===== config.mk =====
export PLATFORM = sky130hd
export DESIGN_NAME = frame_rx_parser
export DESIGN_NICKNAME = d
export VERILOG_FILES = /design/src/rtl/frame_rx_parser_pkg.sv /design/src/rtl/frame_rx_parser_crc16_modbus.sv /design/src/rtl/frame_rx_parser.sv
export SDC_FILE = /design/constraint.sdc
export NUM_CORES = 1
export LEC_CHECK = 0
export BUFFER_PORTS_ARGS = -buffer_cell sky130_fd_sc_hd__buf_2
export CAP_MARGIN = 20
export CORE_MARGIN = 1.5
export CORE_UTILIZATION = 54
export DETAILED_ROUTE_END_ITERATION = 12
export PLACE_DENSITY = 0.76
export SYNTH_ARGS = -nofsm -noshare
export SYNTH_HDL_FRONTEND = slang
export SYNTH_SLANG_ARGS = --single-unit

===== constraint.sdc =====
create_clock -name clk_in -period 3.05 [get_ports clk_in]
set_clock_uncertainty 0.2 [all_clocks]
set_input_delay 0.61 -clock clk_in [delete_from_list [all_inputs] [get_ports clk_in]]
set_output_delay 0.61 -clock clk_in [all_outputs]
set_load 0.05 [all_outputs]

===== src/rtl/frame_rx_parser_pkg.sv =====
// Shared Modbus RTU constants, FSM encoding and the byte-serial CRC-16/Modbus step
// used by the request parser and the response stage.
package frame_rx_parser_pkg;

   localparam logic [7:0] FC_READ_HOLDING = 8'h03;
   localparam logic [7:0] FC_READ_INPUT   = 8'h04;

   localparam logic [7:0] EXC_NONE             = 8'h00;
   localparam logic [7:0] EXC_ILLEGAL_FUNCTION = 8'h01;
   localparam logic [7:0] EXC_ILLEGAL_ADDRESS  = 8'h02;
   localparam logic [7:0] EXC_ILLEGAL_VALUE    = 8'h03;

   localparam logic [15:0] CRC_POLY = 16'hA001;
   localparam logic [15:0] CRC_INIT = 16'hFFFF;

   // A read request is 8 bytes; the last two are the CRC and only feed the CRC engine.
   localparam logic [3:0]  FRAME_LEN     = 4'd8;
   localparam logic [3:0]  HEADER_LEN    = 4'd6;
   localparam int unsigned HEADER_BYTES  = 6;
   localparam logic [7:0]  MAX_QUANTITY  = 8'd125;

   typedef enum logic [2:0] {
      ST_SYNC  = 3'd0,
      ST_IDLE  = 3'd1,
      ST_RECV  = 3'd2,
      ST_CHECK = 3'd3,
      ST_ISSUE = 3'd4
   } state_e;

   function automatic logic [15:0] crc16_byte(input logic [15:0] crc_in, input logic [7:0] data);
      logic [15:0] crc;
      crc = crc_in ^ {8'h00, data};
      for (int i = 0; i < 8; i++) begin
         crc = crc[0] ? ((crc >> 1) ^ CRC_POLY) : (crc >> 1);
      end
      return crc;
   endfunction

endpackage


===== src/rtl/frame_rx_parser_crc16_modbus.sv =====
// Byte-serial CRC-16/Modbus register; clear and byte strobe may coincide, in which
// case the byte is folded into a freshly seeded CRC.
module crc16_modbus
   import frame_rx_parser_pkg::*;
(
   input  logic        clk_in,
   input  logic        rst_in,
   input  logic        clear,
   input  logic        byte_valid,
   input  logic [7:0]  data_in,
   output logic [15:0] crc_out
);

   logic [15:0] crc_q, crc_d, crc_base;

   always_comb begin
      crc_base = clear ? CRC_INIT : crc_q;
      crc_d    = crc_base;
      if (byte_valid) begin
         crc_d = crc16_byte(crc_base, data_in);
      end
   end

   always_ff @(posedge clk_in or posedge rst_in) begin
      if (rst_in) begin
         crc_q <= '0;
      end else begin
         crc_q <= crc_d;
      end
   end

   assign crc_out = crc_q;

endmodule


===== src/rtl/frame_rx_parser.sv =====
// Modbus RTU request parser: delimits frames by T3.5 line silence, validates length,
// CRC and address, and hands a decoded read request (or exception) to the response stage.
module frame_rx_parser
   import frame_rx_parser_pkg::*;
#(
   parameter logic [7:0]  DEV_ADDR   = 8'h01,
   parameter int unsigned T35_CYCLES = 'd1750,
   parameter int unsigned ADDR_SPACE = 'd256
) (
   input  logic        clk_in,
   input  logic        rst_in,
   input  logic [7:0]  rx_data,
   input  logic        rx_valid,
   input  logic        resp_busy,
   output logic        tx_start,
   output logic [7:0]  func_code,
   output logic [15:0] start_addr,
   output logic [7:0]  tx_quantity,
   output logic [7:0]  exc_code,
   output logic        crc_err
);

   localparam int unsigned      GAP_W      = $clog2(T35_CYCLES + 1);
   localparam logic [GAP_W-1:0] GAP_LAST   = GAP_W'(T35_CYCLES - 1);
   localparam logic [GAP_W-1:0] GAP_MAX    = GAP_W'(T35_CYCLES);
   localparam logic [16:0]      ADDR_LIMIT = 17'(ADDR_SPACE);

   state_e           state_q, state_d;
   logic [GAP_W-1:0] gap_q, gap_d, gap_inc;
   logic [3:0]       cnt_q, cnt_d;
   logic             overrun_q, overrun_d;
   logic             late_q, late_d;
   logic             crc_err_q, crc_err_d;
   logic [7:0]       func_q, func_d;
   logic [15:0]      addr_q, addr_d;
   logic [7:0]       qty_q, qty_d;
   logic [7:0]       exc_q, exc_d;
   logic [7:0]       frame_q [HEADER_BYTES];

   logic        take_first, take_next, wr_en;
   logic [2:0]  wr_idx;
   logic        crc_clear, crc_strobe;
   logic [15:0] crc_val;
   logic        gap_expired, frame_ok, issue;
   logic [15:0] req_addr;
   logic [16:0] addr_end;
   logic [7:0]  req_exc;

   crc16_modbus u_crc (
      .clk_in     (clk_in),
      .rst_in     (rst_in),
      .clear      (crc_clear),
      .byte_valid (crc_strobe),
      .data_in    (rx_data),
      .crc_out    (crc_val)
   );

   always_comb begin
      req_addr = {frame_q[2], frame_q[3]};
      addr_end = {1'b0, req_addr} + {9'd0, frame_q[5]};
      if (frame_q[1] != FC_READ_HOLDING && frame_q[1] != FC_READ_INPUT) begin
         req_exc = EXC_ILLEGAL_FUNCTION;
      end else if (frame_q[4] != 8'h00 || frame_q[5] == 8'h00 || frame_q[5] > MAX_QUANTITY) begin
         req_exc = EXC_ILLEGAL_VALUE;
      end else if (addr_end > ADDR_LIMIT) begin
         req_exc = EXC_ILLEGAL_ADDRESS;
      end else begin
         req_exc = EXC_NONE;
      end
   end

   // NOTE: every signal written here gets a default first, so no path can leave one unassigned and infer a latch.
   always_comb begin
      state_d     = state_q;
      gap_d       = gap_q;
      cnt_d       = cnt_q;
      overrun_d   = overrun_q;
      late_d      = late_q;
      func_d      = func_q;
      addr_d      = addr_q;
      qty_d       = qty_q;
      exc_d       = exc_q;
      crc_err_d   = 1'b0;
      take_first  = 1'b0;
      take_next   = 1'b0;
      issue       = 1'b0;
      gap_inc     = (gap_q == GAP_MAX) ? gap_q : gap_q + GAP_W'(1);
      gap_expired = (gap_q >= GAP_LAST);
      frame_ok    = (cnt_q == FRAME_LEN) && !overrun_q;

      case (state_q)
         ST_SYNC: begin
            if (rx_valid) begin
               gap_d = '0;
            end else if (gap_expired) begin
               gap_d   = '0;
               state_d = ST_IDLE;
            end else begin
               gap_d = gap_inc;
            end
         end
         ST_IDLE: begin
            if (rx_valid) begin
               take_first = 1'b1;
               state_d    = ST_RECV;
            end
         end
         ST_RECV: begin
            // A byte landing on the silence boundary is dropped and forces a resync.
            if (gap_expired) begin
               late_d  = rx_valid;
               gap_d   = gap_inc;
               state_d = ST_CHECK;
            end else if (rx_valid) begin
               take_next = 1'b1;
            end else begin
               gap_d = gap_inc;
            end
         end
         ST_CHECK: begin
            crc_err_d = frame_ok && (crc_val != 16'h0000);
            issue     = frame_ok && (crc_val == 16'h0000) && (frame_q[0] == DEV_ADDR)
                        && !resp_busy && !late_q;
            cnt_d     = '0;
            overrun_d = 1'b0;
            late_d    = 1'b0;
            state_d   = issue ? ST_ISSUE : ST_IDLE;
            if (issue) begin
               func_d = frame_q[1];
               addr_d = req_addr;
               qty_d  = frame_q[5];
               exc_d  = req_exc;
            end
            // The next frame may start right after T3.5 silence, i.e. during CHECK.
            if (late_q) begin
               gap_d   = '0;
               state_d = ST_SYNC;
            end else if (rx_valid) begin
               take_first = 1'b1;
               if (!issue) begin
                  state_d = ST_RECV;
               end
            end else begin
               gap_d = gap_inc;
            end
         end
         ST_ISSUE: begin
            if (rx_valid) begin
               if (cnt_q == '0) begin
                  take_first = 1'b1;
               end else begin
                  take_next = 1'b1;
               end
            end else begin
               gap_d = gap_inc;
            end
            state_d = (rx_valid || cnt_q != '0) ? ST_RECV : ST_IDLE;
         end
         default: begin
            state_d = ST_SYNC;
         end
      endcase

      wr_en      = take_first || (take_next && cnt_q < HEADER_LEN);
      wr_idx     = take_first ? 3'd0 : cnt_q[2:0];
      crc_clear  = take_first;
      crc_strobe = take_first || take_next;
      if (take_first) begin
         cnt_d     = 4'd1;
         overrun_d = 1'b0;
         gap_d     = '0;
      end else if (take_next) begin
         gap_d = '0;
         if (cnt_q < FRAME_LEN) begin
            cnt_d = cnt_q + 4'd1;
         end else begin
            overrun_d = 1'b1;
         end
      end
   end

   // NOTE: sequential state uses non-blocking assignments so every flop samples pre-edge values.
   always_ff @(posedge clk_in or posedge rst_in) begin
      if (rst_in) begin
         state_q   <= ST_SYNC;
         gap_q     <= '0;
         cnt_q     <= '0;
         overrun_q <= 1'b0;
         late_q    <= 1'b0;
         crc_err_q <= 1'b0;
         func_q    <= '0;
         addr_q    <= '0;
         qty_q     <= '0;
         exc_q     <= '0;
      end else begin
         state_q   <= state_d;
         gap_q     <= gap_d;
         cnt_q     <= cnt_d;
         overrun_q <= overrun_d;
         late_q    <= late_d;
         crc_err_q <= crc_err_d;
         func_q    <= func_d;
         addr_q    <= addr_d;
         qty_q     <= qty_d;
         exc_q     <= exc_d;
      end
   end

   // NOTE: the header buffer has no reset; CHECK only reads it once a full frame has rewritten it.
   always_ff @(posedge clk_in) begin
      if (wr_en) begin
         frame_q[wr_idx] <= rx_data;
      end
   end

   assign tx_start    = (state_q == ST_ISSUE);
   assign crc_err     = crc_err_q;
   assign func_code   = func_q;
   assign start_addr  = addr_q;
   assign tx_quantity = qty_q;
   assign exc_code    = exc_q;

endmodule


==> flow_metrics.py, run 1 <==
metrics = {
    "status": {
        "status": "complete, no violations",
    },
    "timing": {
        "setup_viol": 0,
        "timing_hold_violations_final": 0,
        "slew_headroom": 0.513,
        "fmax_mhz": 344,
        "final.period_utilization": 0.952,
        "tightest_slew_ps": 729,
        "rsz0062_at_grt": "false",
        "setup_tns_ps": 0,
        "slew_viol_final": 0,
        "min_period_ps": 2900,
        "fin_ws_ps": 146,
    },
    "finish": {
        "drive_above_1_share": 0.199,
        "fillers": 809,
        "syn2layout_area_growth_pct": 18.3,
        "diodes": 0,
        "final_area_um2": 6890,
        "final_common_cell": "nand2_1",
        "instances_no_fill": 769,
        "final_cell_mix": "nand2_1, dfrtp_1, edfxtp_1",
        "final_nets": 646,
    },
    "worst_setup_path": {
        "cp_data_arrival_time_ps": 3080,
        "rr_startpoint": "frame_q[5][0]$_DFFE_PP_",
        "cp-startpoint": "frame_q[5][0]$_DFFE_PP_",
        "worstSetupPathType": "flop to flop",
        "cp_max_fo": 4,
        "ff2ff_setup_slack_ps": 150,
        "worstSetupStartpointType": "flop",
        "endpoint_kind": "flop",
        "critPathRequiredTime_ps": 3220,
    },
    "clock_network": {
        "cts_setup_buffers": 0,
        "numCtsBuffers": 17,
        "cts.path.max_buffers": 2,
        "worstSkewPairLatency_ps": 510,
        "path_clk_slew_ps": 60,
        "cts.repair.resized": 0,
        "cts_root_buffer": "clkbuf_8",
        "clock_sinks": 119,
        "htreeDepth": 4,
        "cts_tree": "yes",
        "ctsHoldBuffers": 0,
    },
    "route": {
        "drtPass1Iterations": 5,
        "drc": 0,
        "finalWirelength_um": 12900,
        "wl_per_cell_um": 16.7,
        "vias_per_cell": 5.85,
        "drt_iter0_drc": 274,
        "vias": 4500,
        "antenna_left": 0,
    },
    "global_routing": {
        "busiest_layer": "met2",
        "first_global_vias": 4346,
        "grt_max_degree": 38,
        "antenna_found_initial": 0,
        "grt_use_met1": 0.303,
        "grt_pass1_wl_um": 21300,
        "track_usage": 0.242,
        "gr-usage-met3": 0.0517,
        "use_met2": 0.408,
        "gr-total-overflow": 0,
    },
    "flow_run": {
        "cap_violations": 0,
    },
    "synth": {
        "synth-warning-count": 0,
        "synth_edf_count": 48,
        "ys_seq_area_frac": 0.553,
        "yosys_most_used_dff": "dfrtp_1",
        "synth_cells": 550,
        "synth_area_leaders": "dfrtp_1, edfxtp_1, nand2_1, a21oi_1, xnor2_1",
        "syn-cell-area_um2": 5820,
        "synth_top_area_share": 0.305,
        "ys_ff_latch": 119,
        "yosysTopAreaCell": "dfrtp_1",
        "syn_avg_cell_area_um2": 10.6,
        "synth_cell_types": 64,
        "synth-async-reset-ratio": 0.597,
    },
    "place": {
        "gp_congestion": 0.861,
        "post-place-cells": 737,
        "port_buffers": 47,
        "placed_cell_area_um2": 6320,
        "dp_worst_setup_slack_ps": 103,
        "dpl.hpwl_um": 8770,
    },
    "power": {
        "power_density_nw_per_um2": 804,
        "power_leakage_nw": 3.02,
        "ir_drop_mv": 0.456,
    },
    "floorplan": {
        "die-width_um": 107,
        "io_pins": 54,
        "start_util": 0.559,
        "die_h_um": 107,
        "core_area_um2": 10400,
        "fp.dieArea_um2": 11400,
        "core.rowCount": 37,
    },
    "hold_path": {
        "hp-class": "input port to asynchronous set/reset pin",
    },
}
## final cells by class
type,instances,area (um2),share of cell area
Multi-Input combinational cell,401,2490,0.361
Sequential cell,119,3220,0.467
Clock inverter,14,128,0.0185
Clock buffer,18,418,0.0607
Tap cell,136,170,0.0247
Inverter,10,37.5,0.00545
Timing Repair Buffer,71,428,0.0621
## cells by family (layout without fill, tap and decap cells)
group | Yosys count | after routing | share of synthesized area
other | 1 | 6 | 0.000644
adder cells (fa/ha/maj) | 14 | 14 | 0.0314
AND/OR/NAND/NOR | 212 | 212 | 0.170
buffers and inverters | 35 | 113 | 0.0281
flip-flops | 119 | 119 | 0.553
multiplexers | 20 | 20 | 0.0385
XOR/XNOR | 28 | 28 | 0.0486
AO/OA/AOI/OAI | 121 | 121 | 0.130
## per-layer routing
metal	vias up	part of all wire
met2	146	0.50
li1	2117	-
met1	2216	0.43
met5	-	0
met3	21	0.045
met4	0	0.019
## cell usage after synthesis (4+ instances only)
cell type  count
o21ai_0       23
nand2_1       90
clkbuf_1      16
dfrtp_1       71
a21o_1         4
and2_1         8
a31oi_1        5
nand3_1        9
buf_4          6
mux2_2         6
nor3_1        19
mux2_1        13
edfxtp_1      48
nor3b_1        5
nor4_1        10
ha_1          13
xnor2_1       19
o31ai_1        6
o22ai_1        4
nand2b_1       4
xor2_1         5
o21ai_1        8
a21oi_1       39
a211oi_1       5
nor2_1        44
inv_1         10
## sequential cells by signal (all words and copies together), names as in the netlist, 2 cells and up
register	flops
tx_quantity	8
cnt_q	4
state_q	3
exc_code	2
u_crc.crc_out	16
func_code	8
start_addr	16
frame_q	48
gap_q	11
## stage by stage
stage                util  hold WS, ps  total power, W
floorplan               -          239         0.00339
finish              0.661         21.5         0.00554
detailed placement  0.607          255         0.00375
global route        0.661         79.8         0.00584
global placement    0.607          244         0.00369
CTS                 0.659         41.8         0.00558
## final timing paths
check	to	depth (start not counted)
setup / recovery	exc_code[1]$_DFFE_PP0P_	9
hold / removal	exc_code[0]$_DFFE_PP0P_	2
setup reg to reg	exc_code[1]$_DFFE_PP0P_	9
hold reg to reg	func_code[4]$_DFFE_PP0P_	2
max in group asynchronous	late_q$_DFFE_PP0P_	3
min in group clk_in	func_code[4]$_DFFE_PP0P_	2
## power by group
group / total (W) / internal (W) / switching, W / leakage, nW
clock network: 0.00181 / 0.00109 / 0.000726 / 0.271
registers: 0.00210 / 0.00190 / 0.000203 / 1.38
logic: 0.00163 / 0.000730 / 0.000898 / 1.36
total: 0.00554 / 0.00371 / 0.00183 / 3.02
## worst max-delay path, stage by stage (launching register included)
cell and delay, ps:
edfxtp_1 410, ha_1 270, fa_2 390, a211oi_2 250, nor2_1 90, o21ai_1 160
a21oi_1 160, a211o_1 330, a2111oi_2 360, a31oi_1 150
Power figures use the tool's default switching activity.
==> inputs of run 2 (changes only) <==
--- a/config.mk
+++ b/config.mk
@@ -10,7 +10,7 @@
 export CORE_MARGIN = 1.5
 export CORE_UTILIZATION = 54
 export DETAILED_ROUTE_END_ITERATION = 12
-export PLACE_DENSITY = 0.76
+export PLACE_DENSITY = 0.87
 export SYNTH_ARGS = -nofsm -noshare
 export SYNTH_HDL_FRONTEND = slang
 export SYNTH_SLANG_ARGS = --single-unit
==> run 2 against run 1 <==
  * Sequential power is essentially flat
  * Register-to-register slack worse by 110 ps
  * Setup slack got worse by 110 ps
  * First-iteration DRC count increased by 84%
==> flow_metrics.py, run 2 (synthesized netlist as in run 1, its figures left out) <==
metrics = {
    "finish": {
        "finish.utilization": 0.671,
        "multi_input_area_um2": 2540,
        "drive_above_1_share": 0.215,
        "diodes": 0,
        "largest_reg_flops": 48,
        "final_common_cell": "nand2_1",
        "fillers": 725,
        "final_cell_mix": "nand2_1, dfrtp_1, edfxtp_1",
        "syn2layout_area_growth_pct": 20.0,
        "final_nets": 646,
        "top_register": "frame_q",
        "regArea_um2": 3220,
    },
    "floorplan": {
        "core_area_um2": 10400,
        "die-width_um": 107,
        "die_h_um": 107,
        "io_pins": 54,
        "fp.dieArea_um2": 11400,
        "core.rowCount": 37,
        "start_util": 0.559,
    },
    "power": {
        "ir_drop_mv": 0.490,
        "power_leakage_nw": 3.07,
        "total_power_w": 0.00596,
        "power_density_nw_per_um2": 854,
    },
    "clock_network": {
        "htreeDepth": 4,
        "clock_sinks": 119,
        "path_clk_slew_ps": 60,
        "worstSkewPairLatency_ps": 530,
        "cts_root_buffer": "clkbuf_8",
        "cts_tree": "yes",
        "cts.path.max_buffers": 2,
        "numCtsBuffers": 17,
        "ctsHoldBuffers": 0,
    },
    "route": {
        "drt_iter0_drc": 505,
        "vias_per_cell": 6.05,
        "vias": 4651,
        "wl_per_cell_um": 18.1,
        "finalWirelength_um": 13900,
        "antenna_left": 0,
        "drc": 0,
        "drtPass1Iterations": 5,
    },
    "global_routing": {
        "track_usage": 0.251,
        "grt_max_degree": 38,
        "grt_pass1_wl_um": 22100,
        "first_global_vias": 4559,
        "antenna_found_initial": 0,
        "gr-total-overflow": 0,
    },
    "timing": {
        "setup_viol": 0,
        "slew_viol_final": 0,
        "min_period_ps": 3010,
        "tightest_slew_ps": 819,
        "slew_headroom": 0.453,
        "timing_hold_violations_final": 0,
        "final.period_utilization": 0.988,
        "fmax_mhz": 332,
        "setup_tns_ps": 0,
    },
    "place": {
        "gp_congestion": 0.869,
        "port_buffers": 47,
        "dpl.hpwl_um": 9120,
    },
    "status": {
        "status": "complete, no violations",
    },
    "hold_path": {
        "hp-class": "input port to asynchronous set/reset pin",
    },
    "worst_setup_path": {
        "crit_path_cell_trace": "inv_1 > ha_1 > or3b_4 > o22ai_4 > a21oi_1 > xnor2_2 > xnor2_2 > xnor3_2 > a21oi_1 > o22a_1",
        "slowest_stage": "xnor3_2",
        "endpoint_kind": "flop",
        "cp_data_arrival_time_ps": 3280,
        "worstSetupStartpointType": "flop",
        "cpPeakStageDelay_ps": 490,
        "cp_max_fo": 5,
        "critPathRequiredTime_ps": 3310,
        "worstSetupPathType": "flop to flop",
        "reg2reg_depth": 10,
    },
    "flow_run": {
        "cap_violations": 0,
    },
}
==> run 2: changes by cell type in the layout (fill, tap and decap cells not counted), moves of 3 or more <==
cell / before / now
a21oi_2: 1 / 4
a21oi_1: 39 / 36
clkinv_2: 3 / 0
xnor2_2: 3 / 6
inv_8: 0 / 4
clkinv_4: 6 / 3
xnor2_1: 19 / 16
==> run 2: path summary, 6_finish.rpt <==
check	startpoint	end	slack, ps
worst max-delay path	cnt_q[0]$_DFF_PP0_	u_crc.crc_out[0]$_DFF_PP0_	40
worst min-delay path	rst_in	gap_q[6]$_DFFE_PP0P_	50
worst max register to register	cnt_q[0]$_DFF_PP0_	u_crc.crc_out[0]$_DFF_PP0_	40
worst min register to register	func_code[4]$_DFFE_PP0P_	func_code[4]$_DFFE_PP0P_	260
max in group asynchronous	rst_in	func_code[4]$_DFFE_PP0P_	1950
min in group clk_in	rx_data[4]	frame_q[4][4]$_DFFE_PP_	240
==> run 2: per-stage QoR <==
stage,instances,setup slack (ps),area [um2],hold WS [ps]
floorplan,555,-54.0,5850,239
global placement,733,182,6290,244
detailed placement,733,61.5,6290,255
CTS,765,8.57,6890,65.0
global route,769,-62.9,6990,130
finish,769,36.0,6990,45.6
==> run 2: layer usage <==
| layer | GRT usage | share of wire | vias to the layer above |
|---|---|---|---|
| met4 | 0.155 | 0.046 | 0 |
| li1 | - | - | 2118 |
| met1 | 0.293 | 0.38 | 2221 |
| met5 | 0 | 0 | - |
| met2 | 0.424 | 0.51 | 252 |
| met3 | 0.0505 | 0.060 | 60 |
==> run 2: area by class of cell <==
type / count / area share
clock inverters: 15 / 0.0261
flip-flops and latches: 119 / 0.461
repair buffers: 71 / 0.0612
multi-input cells: 401 / 0.363
inverters: 10 / 0.00537
clock buffers: 17 / 0.0593
well taps: 136 / 0.0244
==> run 2: critical path, delay by kind of cell, from the launching register on <==
kind	cells	cell delay [ps]
flops	1	380
buf+inv	1	140
compound gates	4	700
fa+ha+maj	1	210
xor+xnor	3	920
simple gates	1	410
==> run 2: what timing repair did <==
action                                 4_1_cts  5_1_grt
buffers inserted                             0        4
setup endpoints to repair                    2        2
gates resized for setup                      1       13
endpoints found under the hold margin        0        0
pin swaps                                    1        5
==> run 2: where the power goes <==
group	internal [W]	switching [W]	total [W]
Sequential	0.00190	0.000208	0.00210
Clock	0.00120	0.000810	0.00201
Combinational	0.000840	0.00101	0.00185
Total	0.00394	0.00203	0.00596
